--- config.mk ---
export PLATFORM = sky130hd
export DESIGN_NAME = puf_auth_sequencer_flat
export DESIGN_NICKNAME = d
export VERILOG_FILES = /design/src/rtl/puf_auth_sequencer_pkg.sv /design/src/rtl/puf_auth_sequencer_if.sv /design/src/rtl/puf_auth_sequencer_seq_timeout_timer.sv /design/src/rtl/puf_auth_sequencer.sv /design/src/flat_wrapper.sv
export SDC_FILE = /design/constraint.sdc
export NUM_CORES = 1
export LEC_CHECK = 0
export BUFFER_PORTS_ARGS = -buffer_cell sky130_fd_sc_hd__buf_2
export CAP_MARGIN = 5
export CORE_MARGIN = 2
export CORE_UTILIZATION = 48
export DETAILED_ROUTE_END_ITERATION = 10
export MAX_ROUTING_LAYER = met4
export PLACE_DENSITY = 0.76
export SLEW_MARGIN = 40
export SYNTH_ARGS = -nofsm -noshare
export SYNTH_HDL_FRONTEND = slang
export SYNTH_SLANG_ARGS = --single-unit
--- constraint.sdc ---
create_clock -name clk -period 2.8 [get_ports clk]
set_clock_uncertainty 0.05 [all_clocks]
set_input_delay 0.28 -clock clk [delete_from_list [all_inputs] [get_ports clk]]
set_output_delay 0.28 -clock clk [all_outputs]
set_load 0.01 [all_outputs]
--- src/rtl/puf_auth_sequencer_pkg.sv ---
// Shared types and constants for the PUF authentication sequencer.
// Holds the state encoding, result status codes and default timeouts.
package puf_auth_sequencer_pkg;

    typedef enum logic [2:0] {
        IDLE  = 3'd0,
        GEN   = 3'd1,
        START = 3'd2,
        WAIT  = 3'd3,
        DONE  = 3'd4
    } state_e;

    localparam logic [1:0] ST_OK     = 2'b00;
    localparam logic [1:0] ST_PUF_TO = 2'b01;
    localparam logic [1:0] ST_CNT_TO = 2'b10;
    localparam logic [1:0] ST_ABORT  = 2'b11;

    localparam int DEF_CHAL_W        = 5;
    localparam int DEF_RESP_W        = 16;
    localparam int DEF_PUF_TIMEOUT   = 1024;
    localparam int DEF_COUNT_TIMEOUT = 65600;

    // One extra bit above the larger limit so saturation never aliases a valid count.
    function automatic int timer_width(input int a, input int b);
        return $clog2((a > b) ? a : b) + 1;
    endfunction

endpackage

--- src/rtl/puf_auth_sequencer_if.sv ---
// Bundle of request, PUF, counter and result signals around the sequencer.
// Handshakes (req_*, result_*): a transfer happens on a rising clk edge where valid and ready are both 1.
interface puf_auth_sequencer_if #(
    parameter int CHAL_W = 5,
    parameter int RESP_W = 16
);
    logic              req_valid;
    logic              req_ready;
    logic [CHAL_W-1:0] req_challenge;
    logic              abort;
    logic              puf_generate;
    logic [CHAL_W-1:0] puf_challenge;
    logic              puf_ready;
    logic [RESP_W-1:0] puf_response;
    logic              counter_start;
    logic              count_done;
    logic              result_valid;
    logic              result_ready;
    logic [RESP_W-1:0] result_response;
    logic [1:0]        result_status;
    logic              busy;

    modport slave (
        input  req_valid, req_challenge, abort, puf_ready, puf_response,
               count_done, result_ready,
        output req_ready, puf_generate, puf_challenge, counter_start,
               result_valid, result_response, result_status, busy
    );

    modport master (
        output req_valid, req_challenge, abort, puf_ready, puf_response,
               count_done, result_ready,
        input  req_ready, puf_generate, puf_challenge, counter_start,
               result_valid, result_response, result_status, busy
    );
endinterface

--- src/rtl/puf_auth_sequencer_seq_timeout_timer.sv ---
// Saturating cycle timer guarding the sequencer's wait states.
// expired is high once the count has reached limit-1.
module seq_timeout_timer #(
    parameter int W = 18
) (
    input  logic         clk,
    input  logic         rst,
    input  logic         clear,
    input  logic         enable,
    input  logic [W-1:0] limit,
    output logic         expired
);
    logic [W-1:0] count;

    always_ff @(posedge clk) begin
        if (rst || clear) begin
            count <= '0;
        end else if (enable && (count != '1)) begin
            count <= count + W'(1);
        end
    end

    assign expired = (count >= (limit - W'(1)));

endmodule

--- src/rtl/puf_auth_sequencer.sv ---
// Challenge -> PUF generate -> counter start -> wait, returning response and status.
// Every output is a register loaded from the next-state decode.
module puf_auth_sequencer
    import puf_auth_sequencer_pkg::*;
#(
    parameter int CHAL_W        = DEF_CHAL_W,
    parameter int RESP_W        = DEF_RESP_W,
    parameter int PUF_TIMEOUT   = DEF_PUF_TIMEOUT,
    parameter int COUNT_TIMEOUT = DEF_COUNT_TIMEOUT
) (
    input  logic                clk,
    input  logic                rst,
    puf_auth_sequencer_if.slave bus,
    output logic [2:0]          dbg_state
);
    localparam logic [2:0] S_IDLE  = 3'(IDLE);
    localparam logic [2:0] S_GEN   = 3'(GEN);
    localparam logic [2:0] S_START = 3'(START);
    localparam logic [2:0] S_WAIT  = 3'(WAIT);
    localparam logic [2:0] S_DONE  = 3'(DONE);
    localparam int         TW      = timer_width(PUF_TIMEOUT, COUNT_TIMEOUT);

    logic [2:0]        state, state_n;
    logic [1:0]        status_n;
    logic              timer_clear, timer_en, timer_expired;
    logic [TW-1:0]     timer_limit;

    logic              req_ready_q, gen_q, start_q, valid_q, busy_q;
    logic [CHAL_W-1:0] chal_q;
    logic [RESP_W-1:0] resp_q;
    logic [1:0]        status_q;

    // abort outranks every completion and timeout; completion outranks timeout.
    always_comb begin
        state_n  = state;
        status_n = status_q;
        case (state)
            S_IDLE: begin
                if (bus.req_valid && req_ready_q) state_n = S_GEN;
            end
            S_GEN: begin
                if (bus.abort) begin
                    state_n  = S_DONE;
                    status_n = ST_ABORT;
                end else if (bus.puf_ready) begin
                    state_n  = S_START;
                end else if (timer_expired) begin
                    state_n  = S_DONE;
                    status_n = ST_PUF_TO;
                end
            end
            S_START: begin
                if (bus.abort) begin
                    state_n  = S_DONE;
                    status_n = ST_ABORT;
                end else begin
                    state_n  = S_WAIT;
                end
            end
            S_WAIT: begin
                if (bus.abort) begin
                    state_n  = S_DONE;
                    status_n = ST_ABORT;
                end else if (bus.count_done) begin
                    state_n  = S_DONE;
                    status_n = ST_OK;
                end else if (timer_expired) begin
                    state_n  = S_DONE;
                    status_n = ST_CNT_TO;
                end
            end
            S_DONE: begin
                if (bus.result_ready) state_n = S_IDLE;
            end
            default: state_n = S_IDLE;
        endcase
    end

    // Timer restarts on every state change so each wait is measured from entry.
    assign timer_clear = (state_n != state);
    assign timer_en    = (state == S_GEN) || (state == S_WAIT);
    assign timer_limit = (state == S_GEN) ? TW'(PUF_TIMEOUT) : TW'(COUNT_TIMEOUT);

    seq_timeout_timer #(.W(TW)) u_timer (
        .clk     (clk),
        .rst     (rst),
        .clear   (timer_clear),
        .enable  (timer_en),
        .limit   (timer_limit),
        .expired (timer_expired)
    );

    always_ff @(posedge clk) begin
        if (rst) begin
            state       <= S_IDLE;
            req_ready_q <= 1'b1;
            gen_q       <= 1'b0;
            start_q     <= 1'b0;
            valid_q     <= 1'b0;
            busy_q      <= 1'b0;
            chal_q      <= '0;
            resp_q      <= '0;
            status_q    <= ST_OK;
        end else begin
            state       <= state_n;
            req_ready_q <= (state_n == S_IDLE);
            gen_q       <= (state_n == S_GEN);
            start_q     <= (state_n == S_START);
            valid_q     <= (state_n == S_DONE);
            busy_q      <= (state_n != S_IDLE);
            status_q    <= status_n;
            // A new request forgets the previous response so an early abort reports 0.
            if ((state == S_IDLE) && (state_n == S_GEN)) begin
                chal_q <= bus.req_challenge;
                resp_q <= '0;
            end
            if ((state == S_GEN) && (state_n == S_START)) begin
                resp_q <= bus.puf_response;
            end
        end
    end

    assign bus.req_ready       = req_ready_q;
    assign bus.puf_generate    = gen_q;
    assign bus.puf_challenge   = chal_q;
    assign bus.counter_start   = start_q;
    assign bus.result_valid    = valid_q;
    assign bus.result_response = resp_q;
    assign bus.result_status   = status_q;
    assign bus.busy            = busy_q;
    assign dbg_state           = state;

endmodule
--- src/flat_wrapper.sv ---
// flat-port wrapper written by rule: the top's interface ports become plain ports
module puf_auth_sequencer_flat import puf_auth_sequencer_pkg::*;
#(
    parameter int CHAL_W        = DEF_CHAL_W,
    parameter int RESP_W        = DEF_RESP_W,
    parameter int PUF_TIMEOUT   = DEF_PUF_TIMEOUT,
    parameter int COUNT_TIMEOUT = DEF_COUNT_TIMEOUT
)
  (clk, rst, dbg_state, bus_req_valid, bus_req_challenge, bus_abort, bus_puf_ready, bus_puf_response, bus_count_done, bus_result_ready, bus_req_ready, bus_puf_generate, bus_puf_challenge, bus_counter_start, bus_result_valid, bus_result_response, bus_result_status, bus_busy);
  puf_auth_sequencer_if #(.CHAL_W(CHAL_W), .RESP_W(RESP_W)) bus_i ();
  input  logic clk;
  input  logic rst;
  output logic [2:0] dbg_state;
  input wire logic [$bits(bus_i.req_valid)-1:0] bus_req_valid;
  input wire logic [$bits(bus_i.req_challenge)-1:0] bus_req_challenge;
  input wire logic [$bits(bus_i.abort)-1:0] bus_abort;
  input wire logic [$bits(bus_i.puf_ready)-1:0] bus_puf_ready;
  input wire logic [$bits(bus_i.puf_response)-1:0] bus_puf_response;
  input wire logic [$bits(bus_i.count_done)-1:0] bus_count_done;
  input wire logic [$bits(bus_i.result_ready)-1:0] bus_result_ready;
  output wire logic [$bits(bus_i.req_ready)-1:0] bus_req_ready;
  output wire logic [$bits(bus_i.puf_generate)-1:0] bus_puf_generate;
  output wire logic [$bits(bus_i.puf_challenge)-1:0] bus_puf_challenge;
  output wire logic [$bits(bus_i.counter_start)-1:0] bus_counter_start;
  output wire logic [$bits(bus_i.result_valid)-1:0] bus_result_valid;
  output wire logic [$bits(bus_i.result_response)-1:0] bus_result_response;
  output wire logic [$bits(bus_i.result_status)-1:0] bus_result_status;
  output wire logic [$bits(bus_i.busy)-1:0] bus_busy;
  assign bus_i.req_valid = bus_req_valid;
  assign bus_i.req_challenge = bus_req_challenge;
  assign bus_i.abort = bus_abort;
  assign bus_i.puf_ready = bus_puf_ready;
  assign bus_i.puf_response = bus_puf_response;
  assign bus_i.count_done = bus_count_done;
  assign bus_i.result_ready = bus_result_ready;
  assign bus_req_ready = bus_i.req_ready;
  assign bus_puf_generate = bus_i.puf_generate;
  assign bus_puf_challenge = bus_i.puf_challenge;
  assign bus_counter_start = bus_i.counter_start;
  assign bus_result_valid = bus_i.result_valid;
  assign bus_result_response = bus_i.result_response;
  assign bus_result_status = bus_i.result_status;
  assign bus_busy = bus_i.busy;
  puf_auth_sequencer #(.CHAL_W(CHAL_W), .RESP_W(RESP_W), .PUF_TIMEOUT(PUF_TIMEOUT), .COUNT_TIMEOUT(COUNT_TIMEOUT)) u_core (.clk(clk), .rst(rst), .bus(bus_i), .dbg_state(dbg_state));
endmodule
==> results.md, run 1 <==
* CTS tree: done
* Cell Pwr Density at around 520 nW/um^2
* Synth top area cells: dfxtp_1 (41%), nor2_1 (8.5%), a22oi_1 (5.1%), xnor2_1 (4.4%), ha_1 (3.2%)
* Clk network pwr share at between 30 and 40%
* # Post-CTS Setup Buffers at 0
* Reg2reg setup slack at ~0.21 ns
* Worst slew pin tran at slightly above 0.7 ns
* Period utilisation layout at 92.4%
* Final Non-Filler Cells at ~390
* Maxcap violations at 0
* Clock Tree Buf Depth at 2
* Status: finished clean
* Synthesized area at about 2400 sq um
* Global-route wire length before repair at roughly 8.2 mm
* Routed via count at 2132
* Antenna violations before repair at 0
* Post_cts resized at 0
* Cells after DPL at roughly 380
* RSZ-0062 raised after global routing: false
* Area grow syn2layout at 20.1%
* Drc violations at 0
* Hold Path Class: input port to register
* Fill cell count at 424
* DRT Pass-1 Iters at 4
* Relative slew slack at 52.5%
* DRT iter0 DRCs at ~140
* GRT Util Overall at between 10% and 20%
* Final WL at ~5.3 mm
* Post-synth EDFFs at 0
* Worst ir drop on vdd at 0.285 mV
* Pre-CTS WS at 0.0896 ns
* Largest net degree at the start of global routing at 34
* Final instance area at roughly 2800 sq um
* Psw at 0.000388 W
* Area leader, netlist: dfxtp_1
* Crit. End Element: register
* Critical Path Sink: u_core.bus.result_status[0]
* Reg area at between 900 and 1000 sq um
* DR WL/cell at around 14 um
* Min Tclk post-route at about 2.6 ns
* Mean post-synth cell area at roughly 8.9 sq um
* Sequential share of the synthesized area at between 40% and 50%
* Placeable Area at around 4800 sq um
* Worst r2r path cells at 7
* Nets at 357
* CTS root buf: clkbuf_8
* Vias/cell at ~5.5
* Synth Register Bits at 49
* Final setup margin at between 0.2 and 0.25 ns
* Setup CP Type: register to register
* R2R Path Start: u_core.dbg_state[2]
* Vias in the first global route at 1850
* Total CTS buffers at 5
* Post-synth top flop: dfxtp_1
* Die width at 74.3 um
* Routability cong. at 0.946
* Top Ports at 59
* Pins Over Slew Limit at 0
* Yosys warns at 0
* Final hold violation count at 0
* Clock tree sinks at slightly below 50
* Worst EP arrival at between 2 and 3 ns
* Sequential share of power at approximately half
* Switch share at a little over a quarter
* Die height at between 70 and 80 um
* Synth unique cells at between 50 and 60
* Share of cells above drive strength 1 at around 28%
* Cts hold-fix bufs at 0
* Area share of the largest cell type after synthesis at 41.4%
* Area of the multi-input gates at 1300 sq um
* Net Count, Synth at 300
* Placed instance area at 2710 sq um
* Gate power share at between 10% and 20%
* Async S/R FF share, synth at 0%
* Setup TNS at 0 ns
* Port Buffer Count at between 50 and 60
* Setup violators final at 0
* Number of cell rows at 25
* R2R Path End: u_core.bus.result_status[0]
* Mapped Cells at between 200 and 300
* Fmax at about 390 MHz
* Internal Power at between 0.001 and 0.0015 W
* Clock-pin slew on the worst setup and hold paths at 0.09 ns
* CP Launch Type: register
* Worst Hold Slack at between 0.15 and 0.2 ns
* Die Footprint at between 5000 and 6000 sq um
* Dpl hpwl at 3.67 mm
* Worst-Skew Late Latency at just over 0.3 ns
* Hold-critical path depth at 3
* Worst setup path start: u_core.dbg_state[2]
* Remaining global-route overflow at 0
* Crit-path max FO at 7
* WP data required at approximately 3.0 ns
* ANT nets after route at 0
* Lkg Pwr at between 1 and 1.5 nW
* Initial core utilization at 49.9%
* H-tree Lvls at 2
* Diodes inserted at 0
==> layer usage <==
metal  track usage, %  wire, um  share of wire, %  vias up
met5                -         0                 0        -
met4             7.14        53               1.0        0
met3             4.88       344               6.5        6
met2             29.1      2380                45       73
met1             25.8      2520                48      971
li1                 -         -                 -     1082
==> cell type report <==
class	count	area share [%]
Multi-Input combinational cell	196	45.7
Sequential cell	49	34.5
Timing Repair Buffer	65	12.0
Tap cell	67	2.95
Clock buffer	5	2.42
Clock inverter	3	1.63
Inverter	6	0.791
==> cell families after synthesis <==
group,share of synthesized area [%]
adder cells (fa/ha/maj),3.17
multiplexers,3.91
AO/OA/AOI/OAI,17.6
XOR/XNOR,5.54
flip-flops,41.4
buffers and inverters,4.48
AND/OR/NAND/NOR,23.9
==> sequential cells by signal, summed over array words and instances, names as in the netlist <==
signal / cells
u_core.bus.busy: 1
u_core.bus.counter_start: 1
u_core.bus.puf_challenge: 5
u_core.bus.puf_generate: 1
u_core.bus.req_ready: 1
u_core.bus.result_response: 16
u_core.bus.result_status: 2
u_core.bus.result_valid: 1
u_core.dbg_state: 3
u_core.u_timer.count: 18
==> cell usage after synthesis (2+ instances only) <==
cell	number
nor2_1	54
buf_4	3
clkbuf_1	9
and3_1	2
nor3b_1	2
mux2i_1	7
nand4_1	7
and2_1	2
dfxtp_1	49
xor2_1	3
o21ai_0	5
a31oi_1	3
a41oi_1	2
or3_1	2
ha_1	6
a21oi_1	13
inv_1	6
nor4_1	2
nor3_1	6
buf_6	2
nand2_1	10
mux2_2	2
nand3_1	8
xnor2_1	12
a211oi_1	6
a22oi_1	16
a211oi_2	2
==> power by group through the flow <==
stage	sequential, W	clock [W]	combinational (W)
2_1_floorplan	0.000761	0	0.000141
3_3_place_gp	0.000748	0	0.000219
3_5_place_dp	0.000748	0	0.000221
4_1_cts	0.000732	0.000520	0.000223
5_1_grt	0.000735	0.000548	0.000251
6_report	0.000732	0.000509	0.000230
==> worst max-delay path: stages (launching register included) <==
cell      delay [ns]
dfxtp_1         0.32
or3b_4          0.46
ha_1            0.36
nand4_1         0.14
or4_4           0.45
and3_4          0.22
o41a_1          0.34
a211oi_2        0.17
==> worst min path at each step <==
stage                                   startpoint                              to  slack, ns
finish                        bus_req_challenge[1]     u_core.bus.puf_challenge[1]       0.16
global placement       u_core.bus.puf_challenge[4]     u_core.bus.puf_challenge[4]       0.42
global route                  bus_req_challenge[3]     u_core.bus.puf_challenge[3]       0.17
CTS                           bus_req_challenge[1]     u_core.bus.puf_challenge[1]       0.15
detailed placement  u_core.bus.result_response[14]  u_core.bus.result_response[14]       0.43
floorplan                     bus_req_challenge[0]     u_core.bus.puf_challenge[0]       0.38
==> per-stage QoR <==
step | utilization [%] | power (W)
2_1_floorplan | - | 0.000902
3_3_place_gp | 57.1 | 0.000967
3_5_place_dp | 57.1 | 0.000969
4_1_cts | 59.5 | 0.00147
5_1_grt | 59.9 | 0.00153
6_report | 59.9 | 0.00147
==> cells in the final DEF (no fill, tap or decap), drive strengths merged, types with 8 or more instances in the layout <==
cell type  Yosys  routed
a211oi         8       8
a21oi         13      13
a22oi         16      16
buf            6      65
dfxtp         49      49
nand2         10      10
nand3          9       9
nor2          55      55
xnor2         12      12
No activity file was read; power rests on OpenSTA's default activity.
==> run 2, diff against run 1 <==
--- a/config.mk
+++ b/config.mk
@@ -12,6 +12,7 @@
 export DETAILED_ROUTE_END_ITERATION = 10
 export MAX_ROUTING_LAYER = met4
 export PLACE_DENSITY = 0.76
+export RECOVER_POWER = 100
 export SLEW_MARGIN = 40
 export SYNTH_ARGS = -nofsm -noshare
 export SYNTH_HDL_FRONTEND = slang
==> run 2 against run 1 <==
Against the previous run: total power down 0.93%; fmax shrank 1.2%; combinational power fell by 7%; register-to-register slack lost 0.03 ns; highest routed layer unchanged; critical endpoint unchanged; flip-flop and latch count did not move.
==> results.md, run 2 (synthesis results as in run 1) <==
* Crit. End Element: register
* Reg area at between 900 and 1000 sq um
* Final WL at roughly 5.3 mm
* Vias/cell at around 5.5
* Worst EP arrival at 2.80 ns
* RSZ-0062 raised after global routing: false
* Share of cells above drive strength 1 at between 15 and 20%
* Placeable Area at 4750 sq um
* Most common cell after layout, fill and taps aside: nor2_1
* Lkg Pwr at 0.996 nW
* Post_cts resized at 0
* Final hold violation count at 0
* Clock Tree Buf Depth at 2
* H-tree Lvls at 2
* Setup TNS at 0 ns
* Vias in the first global route at approximately 1900
* Crit-path max FO at 7
* CP Launch Type: register
* Initial core utilization at 49.9%
* Top Ports at 59
* Dpl hpwl at 3.67 mm
* Pins Over Slew Limit at 0
* DR WL/cell at 13.5 um
* Die width at 74.3 um
* Total CTS buffers at 5
* Routed via count at 2149
* Setup CP Type: register to register
* Clock tree sinks at 49
* Relative slew slack at 34.1%
* Commonest cells after routing, fill and taps aside: nor2_1 (55), dfxtp_1 (49), clkbuf_1 (32)
* Period utilisation layout at between 90% and 100%
* Setup violators final at 0
* GRT Util Overall at between 10% and 20%
* ANT nets after route at 0
* WP data required at a little under 3 ns
* Die height at around 74 um
* Die Footprint at between 5000 and 6000 sq um
* CTS root buf: clkbuf_8
* Final setup margin at ~0.18 ns
* Remaining global-route overflow at 0
* CTS tree: done
* Global-route wire length before repair at between 8 and 9 mm
* Drc violations at 0
* Worst ir drop on vdd at ~0.29 mV
* Max reg flops at 18
* Clock-pin slew on the worst setup and hold paths at roughly 0.090 ns
* Min Tclk post-route at between 2 and 3 ns
* Nets at around 360
* Port Buffer Count at 58
* Largest Register: u_core.u_timer.count
* # Post-CTS Setup Buffers at 0
* Area of the multi-input gates at roughly 1300 sq um
* Worst-Skew Late Latency at 0.31 ns
* Routability cong. at 0.946
* Cts hold-fix bufs at 0
* Diodes inserted at 0
* Number of cell rows at 25
* DRT Pass-1 Iters at 4
* Hold Path Class: input port to register
* Area grow syn2layout at 17.2%
* Pre-CTS WS at around 0.09 ns
* Antenna violations before repair at 0
* Fill cell count at ~450
* Maxcap violations at 0
* Worst slew pin tran at 0.985 ns
* Cell Pwr Density at 524 nW/um^2
* DRT iter0 DRCs at ~120
* Largest net degree at the start of global routing at 34
* Status: finished clean
* Fmax at between 300 and 400 MHz
[run 2: where the power goes]
group / switching, W / internal, W
Clock: 0.000241 / 0.000267
Combinational: 0.000133 / 0.0000825
Sequential: 0.0000118 / 0.000721
Total: 0.000386 / 0.00107
[run 2: critical path, stage by stage, from the launching register on]
cell,delay [ns]
dfxtp_1,0.32
or3b_4,0.45
ha_1,0.36
nand4_1,0.14
or4_1,0.48
and3_4,0.24
o41a_1,0.34
a211oi_2,0.17
[run 2: worst paths after layout]
path / startpoint / end / slack, ns / depth (start not counted)
worst max-delay path: u_core.dbg_state[2] / u_core.bus.result_status[0] / 0.18 / 7
worst min-delay path: bus_req_challenge[1] / u_core.bus.puf_challenge[1] / 0.16 / 3
worst max register to register: u_core.dbg_state[2] / u_core.bus.result_status[0] / 0.18 / 7
worst min register to register: u_core.bus.result_response[6] / u_core.bus.result_response[6] / 0.46 / 2
[run 2: final cells by class]
| class | instances | area share [%] |
|---|---|---|
| sequential | 49 | 35.3 |
| multi-input combinational | 196 | 46.2 |
| timing repair buffer | 65 | 10.5 |
| clock buffer | 5 | 2.48 |
| tap | 67 | 3.02 |
| inverter | 6 | 0.810 |
| clock inverter | 3 | 1.67 |
[run 2: per-layer routing]
layer  wire length (um)  global-route usage, %  part of all wire [%]
met1               2510                   25.8                    47
met2               2420                   29.1                    46
met3                307                   4.88                   5.8
met4                 57                   7.14                   1.1
met5                  0                      -                     0
[run 2: stage by stage]
step | std cells | hold WS (ns) | cell area (sq um) | utilization, % | total power [W]
after floorplan | 266 | 0.377 | 2370 | - | 0.000902
after global placement | 383 | 0.421 | 2710 | 57.1 | 0.000967
after detailed placement | 383 | 0.427 | 2710 | 57.1 | 0.000969
after CTS | 391 | 0.150 | 2830 | 59.5 | 0.00147
after global routing | 391 | 0.166 | 2780 | 58.4 | 0.00152
final | 391 | 0.155 | 2780 | 58.4 | 0.00146
==> run 3, diff against run 2 <==
--- a/config.mk
+++ b/config.mk
@@ -5,13 +5,14 @@
 export SDC_FILE = /design/constraint.sdc
 export NUM_CORES = 1
 export LEC_CHECK = 0
+export ABC_AREA = 1
 export BUFFER_PORTS_ARGS = -buffer_cell sky130_fd_sc_hd__buf_2
 export CAP_MARGIN = 5
 export CORE_MARGIN = 2
 export CORE_UTILIZATION = 48
 export DETAILED_ROUTE_END_ITERATION = 10
 export MAX_ROUTING_LAYER = met4
-export PLACE_DENSITY = 0.76
+export PLACE_DENSITY = 0.75
 export RECOVER_POWER = 100
 export SLEW_MARGIN = 40
 export SYNTH_ARGS = -nofsm -noshare
==> run 3 against run 2 <==
Against the previous run: sequential share of layout area down 2.1 points; cell count is 21% higher; routed wire length rose by 5.9%; fmax rose by 2.1%; critical path type unchanged; largest cell class unchanged.
==> results.md, run 3 <==
* Mapped Cells at roughly 340
* Count leader, synth: nand2_1
* H-tree Lvls at 2
* Die height at around 77 um
* Antenna violations before repair at 0
* Area of the multi-input gates at 1280 sq um
* Die Footprint at a little under 6000 sq um
* Finished Core Util at ~58%
* Final WL at about 5.6 mm
* Area grow syn2layout at 16.5%
* Fmax at 390 MHz
* Remaining global-route overflow at 0
* Dpl hpwl at slightly above 4 mm
* Placeable Area at 5110 sq um
* Drc violations at 0
* Worst ir drop on vdd at 0.312 mV
* Diodes inserted at 0
* DRT iter0 DRCs at just under 80
* Initial core utilization at about half
* CP Launch Type: register
* Global-route wire length before repair at ~9.6 mm
* Final hold violation count at 0
* Most common cell after layout, fill and taps aside: nand2_1
* Period utilisation layout at slightly above 90%
* DRT Pass-1 Iters at 5
* Worst-Skew Late Latency at approximately 0.3 ns
* Met3 usage at between 3 and 4%
* Synth unique cells at 29
* Die width at approximately 77 um
* Setup violators final at 0
* Share of cells above drive strength 1 at between 15 and 20%
* Max reg flops at 18
* Crit. End Element: register
* Status: finished clean
* Routability cong. at ~0.93
* Clock tree sinks at between 40 and 50
* Final Non-Filler Cells at about 470
* Number of cell rows at 26
* Commonest cells post-synth: nand2_1 (66), dfxtp_1 (49), inv_1 (45)
* GRT Max-Usage Layer: met2
* Min Tclk post-route at about 2.6 ns
* Clock Tree Buf Depth at 2
* RSZ-0062 raised after global routing: false
* Net Count, Synth at 376
* Global routing usage on met2 at around 33%
* Lkg Pwr at between 1 and 1.5 nW
* Setup TNS at 0 ns
* Area share of the largest cell type after synthesis at between 30% and 40%
* Nets at roughly 440
* GRT Util Overall at 20.0%
* Cell Pwr Density at ~500 nW/um^2
* Met1 usage at around a quarter
* Crit-path max FO at 9
* Vias in the first global route at 2175
* Vias/cell at 4.91
* Largest Register: u_core.u_timer.count
* Worst EP arrival at 2.71 ns
* Relative slew slack at between 30% and 40%
* Synth top area cells: dfxtp_1 (39%), nand2_1 (9.7%), inv_1 (6.6%), nor2_1 (5.8%), nor2_4 (5.8%)
* Fill cell count at between 500 and 600
* Pins Over Slew Limit at 0
* Hold Path Class: input port to register
* Synthesized area at between 2000 and 3000 sq um
* Worst slew pin tran at roughly 1 ns
* CTS tree: done
* Routed via count at about 2300
* Commonest cells after routing, fill and taps aside: nand2_1 (66), dfxtp_1 (48), inv_1 (45)
* Port Buffer Count at between 50 and 60
* Total CTS buffers at 5
* Sequential share of the synthesized area at 38.6%
* Area leader, netlist: dfxtp_1
* Post-synth EDFFs at 0
* Yosys warns at 0
* WP data required at between 2 and 3 ns
* Largest net degree at the start of global routing at 31
* Setup CP Type: register to register
* Cts hold-fix bufs at 0
* ANT nets after route at 0
* Clock-pin slew on the worst setup and hold paths at 0.10 ns
* CTS root buf: clkbuf_8
* Maxcap violations at 0
* DR WL/cell at between 10 and 15 um
* # Post-CTS Setup Buffers at 0
* Reg area at just under 1000 sq um
* Async S/R FF share, synth at 0%
* Synth Register Bits at between 40 and 50
* Mean post-synth cell area at roughly 7.4 sq um
* Cells after DPL at between 400 and 500
* Top Ports at around 60
* Post-synth top flop: dfxtp_1
-- run 3: cell count changes after synthesis, sizes merged, moves of 4 or more --
cell,before,now
and3,4,0
inv,6,47
mux2i,7,0
xor2,3,10
a211oi,8,0
a31oi,4,0
xnor2,12,5
a22oi,16,0
nand3,9,32
a21oi,13,29
nand2,10,69
-- run 3: cell families after synthesis --
logic type	Yosys count	share of synthesized area, %
xor+xnor	15	5.17
mux	1	0.443
simple gates	177	35.8
flops	49	38.6
compound gates	37	7.88
fa+ha+maj	6	2.95
buf+inv	57	9.16
-- run 3: cell type report --
type | instances | share of cell area [%]
multi-input combinational | 236 | 43.4
sequential | 49 | 33.2
timing repair buffer | 62 | 10.4
inverter | 48 | 6.08
tap | 70 | 2.96
clock buffer | 6 | 2.79
clock inverter | 2 | 1.27
-- run 3: metal layers --
metal / share of wire (%) / vias to the layer above
li1: - / 1206
met1: 47 / 1045
met2: 48 / 67
met3: 4.2 / 6
met4: 0.80 / 0
met5: 0 / -
-- run 3: through the flow --
| step | hold WS [ns] | cell area [sq um] | setup slack [ns] | power [W] |
|---|---|---|---|---|
| 3_3_place_gp | 0.398 | 2900 | 0.305 | 0.00101 |
| 6_report | 0.161 | 2960 | 0.234 | 0.00152 |
| 5_1_grt | 0.155 | 2960 | 0.0305 | 0.00159 |
| 3_5_place_dp | 0.411 | 2900 | 0.173 | 0.00101 |
| 2_1_floorplan | 0.375 | 2540 | 0.404 | 0.000928 |
| 4_1_cts | 0.156 | 3020 | 0.148 | 0.00154 |
-- run 3: worst paths after layout --
check | startpoint | cells after the start | end | slack [ns]
max | u_core.dbg_state[2] | 17 | u_core.u_timer.count[14] | 0.23
min reg2reg | u_core.bus.puf_challenge[2] | 2 | u_core.bus.puf_challenge[2] | 0.43
min | bus_req_challenge[1] | 3 | u_core.bus.puf_challenge[1] | 0.16
max reg2reg | u_core.dbg_state[2] | 17 | u_core.u_timer.count[14] | 0.23
-- run 3: worst max-delay path, stage by stage, from the launching register on --
cell	delay [ns]
dfxtp_2	0.37
inv_2	0.11
nand2_2	0.08
nor2_4	0.16
inv_1	0.11
ha_1	0.34
nand2_1	0.09
nor2_1	0.15
nand2_1	0.07
nand4_1	0.08
nand2_2	0.08
nand3_2	0.12
inv_1	0.08
nor2_4	0.15
nor2_2	0.06
nand3_4	0.14
clkbuf_16	0.18
nor2_1	0.04
-- run 3: report_power, final --
group / leakage [nW] / switching [W] / internal [W]
logic: 0.801 / 0.000163 / 0.0000916
clock network: 0.0574 / 0.000237 / 0.000291
registers: 0.398 / 0.0000153 / 0.000723
total: 1.26 / 0.000415 / 0.00110
-- run 3: what timing repair did --
item | in CTS | in global routing
endpoints found under the setup margin | 0 | 17
resized for setup | 0 | 1
endpoints found under the hold margin | 0 | 0
